--- src/rtl/uart_rx_cmd_decoder.sv ---
// Decodes UART RX byte frames into register-file write/read and ALU start strobes.
// Optional inter-byte frame timeout is enabled with macro UART_RX_CMD_TIMEOUT_EN.
module uart_rx_cmd_decoder #(
    parameter int unsigned TIMEOUT_CYCLES = 1024
) (
    input  logic       clk,
    input  logic       rst,
    input  logic [7:0] rx_p_data,
    input  logic       rx_d_vld,
    output logic       wr_en,
    output logic       rd_en,
    output logic [3:0] addr,
    output logic [7:0] wr_data,
    output logic       alu_en,
    output logic [3:0] alu_fun,
    output logic       busy,
    output logic       cmd_err
);

    typedef enum logic [2:0] {
        IDLE,
        WR_ADDR,
        WR_DATA,
        RD_ADDR,
        ALU_A,
        ALU_B,
        ALU_FUN
    } state_t;

    state_t     state, state_next;
    logic       wr_en_next, rd_en_next, alu_en_next, cmd_err_next;
    logic [3:0] addr_next, alu_fun_next;
    logic [7:0] wr_data_next;
    logic       timeout;

`ifdef UART_RX_CMD_TIMEOUT_EN
    localparam int unsigned CNT_W = $clog2(TIMEOUT_CYCLES + 1);

    logic [CNT_W-1:0] idle_cnt;

    always_ff @(posedge clk or negedge rst) begin
        if (!rst) begin
            idle_cnt <= '0;
        end else if (rx_d_vld || state == IDLE) begin
            idle_cnt <= '0;
        end else begin
            idle_cnt <= idle_cnt + CNT_W'(1);
        end
    end

    // A byte in the expiry cycle wins over the timeout.
    always_comb begin
        timeout = (state != IDLE) && !rx_d_vld &&
                  (idle_cnt == CNT_W'(TIMEOUT_CYCLES - 1));
    end
`else
    always_comb begin
        timeout = 1'b0;
    end
`endif

    always_ff @(posedge clk or negedge rst) begin
        if (!rst) begin
            state <= IDLE;
        end else begin
            state <= state_next;
        end
    end

    always_comb begin
        state_next   = state;
        wr_en_next   = 1'b0;
        rd_en_next   = 1'b0;
        alu_en_next  = 1'b0;
        cmd_err_next = 1'b0;
        addr_next    = addr;
        wr_data_next = wr_data;
        alu_fun_next = alu_fun;

        if (rx_d_vld) begin
            case (state)
                IDLE: begin
                    case (rx_p_data)
                        8'hAA:   state_next = WR_ADDR;
                        8'hBB:   state_next = RD_ADDR;
                        8'hCC:   state_next = ALU_A;
                        8'hDD:   state_next = ALU_FUN;
                        default: cmd_err_next = 1'b1;
                    endcase
                end
                WR_ADDR: begin
                    addr_next  = rx_p_data[3:0];
                    state_next = WR_DATA;
                end
                WR_DATA: begin
                    wr_data_next = rx_p_data;
                    wr_en_next   = 1'b1;
                    state_next   = IDLE;
                end
                RD_ADDR: begin
                    addr_next  = rx_p_data[3:0];
                    rd_en_next = 1'b1;
                    state_next = IDLE;
                end
                ALU_A: begin
                    addr_next    = 4'h0;
                    wr_data_next = rx_p_data;
                    wr_en_next   = 1'b1;
                    state_next   = ALU_B;
                end
                ALU_B: begin
                    addr_next    = 4'h1;
                    wr_data_next = rx_p_data;
                    wr_en_next   = 1'b1;
                    state_next   = ALU_FUN;
                end
                ALU_FUN: begin
                    alu_fun_next = rx_p_data[3:0];
                    alu_en_next  = 1'b1;
                    state_next   = IDLE;
                end
                default: state_next = IDLE;
            endcase
        end else if (timeout) begin
            state_next   = IDLE;
            cmd_err_next = 1'b1;
        end
    end

    always_ff @(posedge clk or negedge rst) begin
        if (!rst) begin
            wr_en   <= 1'b0;
            rd_en   <= 1'b0;
            alu_en  <= 1'b0;
            cmd_err <= 1'b0;
            busy    <= 1'b0;
            addr    <= '0;
            wr_data <= '0;
            alu_fun <= '0;
        end else begin
            wr_en   <= wr_en_next;
            rd_en   <= rd_en_next;
            alu_en  <= alu_en_next;
            cmd_err <= cmd_err_next;
            busy    <= (state_next != IDLE);
            addr    <= addr_next;
            wr_data <= wr_data_next;
            alu_fun <= alu_fun_next;
        end
    end

endmodule

--- config.mk ---
export PLATFORM = sky130hd
export DESIGN_NAME = uart_rx_cmd_decoder
export DESIGN_NICKNAME = d
export VERILOG_FILES = /design/src/rtl/uart_rx_cmd_decoder.sv
export SDC_FILE = /design/constraint.sdc
export NUM_CORES = 1
export LEC_CHECK = 0
export ABC_AREA = 1
export CORE_MARGIN = 4
export CORE_UTILIZATION = 35
export CTS_CLUSTER_SIZE = 30
export DETAILED_ROUTE_END_ITERATION = 7
export PLACE_DENSITY = 0.65
export SYNTH_ARGS = -nofsm -noshare
export SYNTH_HDL_FRONTEND = slang
export SYNTH_SLANG_ARGS = --single-unit
--- constraint.sdc ---
create_clock -name clk -period 1.8 [get_ports clk]
set_clock_uncertainty 0.2 [all_clocks]
set_input_delay 0.36 -clock clk [delete_from_list [all_inputs] [get_ports clk]]
set_output_delay 0.36 -clock clk [all_outputs]
set_load 0.03 [all_outputs]
==> results of run 1 <==
## timing repair
action,CTS,global route
hold endpoints to repair,0,0
hold buffers,0,0
gates resized for setup,21,0
endpoints found under the setup margin,21,0
buffers inserted,0,0
## how the worst max path moves through the flow
stage	endpoint	cells after the start	startpoint
finish	addr[2]	1	addr[2]
global route	addr[2]	1	addr[2]
CTS	addr[1]	1	addr[1]
detailed placement	wr_data[7]	7	rx_d_vld
global placement	wr_data[5]	7	rx_d_vld
floorplan	wr_data[3]	5	state[1]
## synth_stat cells, types with 2 or more instances
master | number | share of area [%]
a21oi_1 | 3 | 1.4
dfrtp_1 | 24 | 56
inv_1 | 11 | 3.8
inv_2 | 5 | 1.7
nand2_1 | 33 | 11
nand2_2 | 6 | 3.5
nand3_1 | 3 | 1.4
nor2_1 | 10 | 3.5
nor3_1 | 2 | 0.93
o21ai_1 | 7 | 3.2
o21ai_2 | 6 | 4.9
## layout make-up
type / instances / area [µm²] / share of cell area (%)
sequential: 24 / 600.6 / 39.93
multi-input combinational: 78 / 400.4 / 26.62
timing repair buffer: 40 / 351.6 / 23.38
inverter: 16 / 60.06 / 3.993
tap: 31 / 38.79 / 2.579
clock inverter: 1 / 30.03 / 1.997
clock buffer: 3 / 22.52 / 1.498
## logic make-up (layout without fill, tap and decap cells)
logic type / after synthesis / in the layout
buf+inv: 17 / 60
simple gates: 61 / 61
compound gates: 17 / 17
flops: 24 / 24
## report_power, final
part           internal, mW  switching [mW]  total, mW
clock network         0.225           0.160      0.385
logic                 0.434           0.842       1.28
registers             0.771           0.158      0.929
total                  1.43            1.16       2.59
## metal layers
| metal | GRT usage [%] | vias up |
|---|---|---|
| li1 | - | 457 |
| met1 | 14.79 | 404 |
| met2 | 21.64 | 19 |
| met4 | 5.660 | 0 |
| met3 | 2.487 | 5 |
| met5 | 0 | - |
## flip-flops by register name, summed over array words and instances, names as in the netlist
register / count
wr_en: 1
alu_fun: 4
wr_data: 8
addr: 4
busy: 1
cmd_err: 1
state: 3
alu_en: 1
rd_en: 1
==> impl_results.md, run 1 <==
* Gpl congestion at 0.8233
* EDFF count, synth at 0
* Die width at 63.58 µm
* Reg-to-Reg End: wr_data[7]
* Filler instances at 292
* Sequential share of the synthesized area at 55.56%
* CTS clk-pin slew, worst paths at 0.13 ns
* Synthesis-to-layout area growth at 39.12%
* CTS Buf Count at 3
* CP peak stage delay at 0.41 ns
* TritonCTS clock tree: done
* Met3 WL at 101 µm
* Max layer used: met4
* GRT Overall Usage at 12.50%
* Global route overflow at 0
* Synthesized Nets at 130
* Chip Height at 63.58 µm
* Root buffer selected by CTS: clkbuf_4
* Total placed cells including tap cells at 189
* Cell depth of the worst flop-to-flop path at 7
* Die ar. at 0.004042 mm²
* Maxcap violations at 0
* Synth Area in Compound Gates at 10.30%
* Xor/xnor share of the synthesized area at 0%
* Slowest CP cell: dlygate4sd2_1
* Router iterations before antenna repair at 4
* Sum Neg Setup Slack at 0 ns
* Metal-1 WL at 1022 µm
* Top fanout value on the critical path at 2
* Pwr Total at 2.590 mW
* Reg2Reg Launch Point: state[0]
* Syn Area/Cell at 9.084 µm²
* Most frequent cells in the layout: nand2_1 (33), dfrtp_1 (24), dlygate4sd2_1 (21), inv_1 (11)
* Layout Cells excl Fill at 193
* Placed cell area at 0.001478 mm²
* CP bufs+invs at 1
* First-pass GRT wire length at 3981 µm
* Via count at 885
* CTS HTree Levels at 1
* Pre-CTS WS at -0.09212 ns
* Most common cell after layout, fill and taps aside: nand2_1
* Largest family of logic cells by synthesized area: simple AND/OR/NAND/NOR gates
* DP HPWL at 1820 µm
* DRC violations left at 0
* Fin. Hold Viols at 0
* Synth async-reset ratio at 100.0%
* Maximum vdd drop at 0.6453 mV
* Pwr dens at 1722 mW/mm²
* Pins Over Slew Limit at 0
* Yosys cell types at 20
* # setup viols final at 0
* Synth Area in Adders at 0%
* Met2 wire len at 1134 µm
* Post-Syn Area at 0.001081 mm²
* Setup crit start kind: register
* Max clock buf depth at 2
* WP data required at 1.24 ns
* DRT Wirelength at 2301 µm
* Kind of critical path: reg2out
* DRT iter0 DRCs at 24
* Final #Nets at 174
* IO buf count at 31
* Drt via density at 4.585
* Synthesized flop and latch total at 24
* Hold Crit Class: in2async
* Slew @ Worst Pin at 0.3172 ns
* CP Data Arrival Time at 1.12 ns
* Slack of the critical path at 0.1212 ns
* Critical Path End Type: primary output
* R2R Setup Slk at 0.33 ns
* Fin crit period at 1.679 ns
* Top_reg_cell synth: dfrtp_1
* Syn Inst Count at 119
* # clock sinks at 24
* Number of global-route vias before repair at 907
* Worst-skew pair later-pin latency at 0.32 ns
* Initial Util at 37.89%
* Largest net degree at the start of global routing at 25
* Post-synthesis simple-gate area fraction at 26.74%
* IO Count at 32
* Fmax at 0.5957 GHz
* Crit share post-route at 93.27%
* Yosys warns at 0
* Post-layout util at 52.72%
* Share of cells above drive strength 1 at 20.99%
* Antenna viol nets, final at 0
* Run status: complete, no violations
* Initial antenna violation count at 0
* CP cell instances: dlygate4sd2_1
* Final Cell Area at 0.001504 mm²
* Tightest hold margin at 0.1770 ns
* Antenna diodes at 0
* Core Rows at 19
* Max_slew headroom at 78.94%
* Placeable Area at 0.002853 mm²
* WL per Instance at 11.92 µm
* Mux cell area share after synthesis at 0%
* Leak at 0.8421 nW
* Top cell family by delay on the critical path: buffers and inverters
* Unrepaired setup endpoints after global routing: no
(Power assumes the default switching activity.)
==> inputs of run 2 (changes only) <==
--- a/config.mk
+++ b/config.mk
@@ -6,6 +6,7 @@
 export NUM_CORES = 1
 export LEC_CHECK = 0
 export ABC_AREA = 1
+export ABC_CLOCK_PERIOD_IN_PS = 1800
 export CORE_MARGIN = 4
 export CORE_UTILIZATION = 35
 export CTS_CLUSTER_SIZE = 30
==> results of run 2 <==
No change in the layout: final DEF, timing and power equal those of run 1.
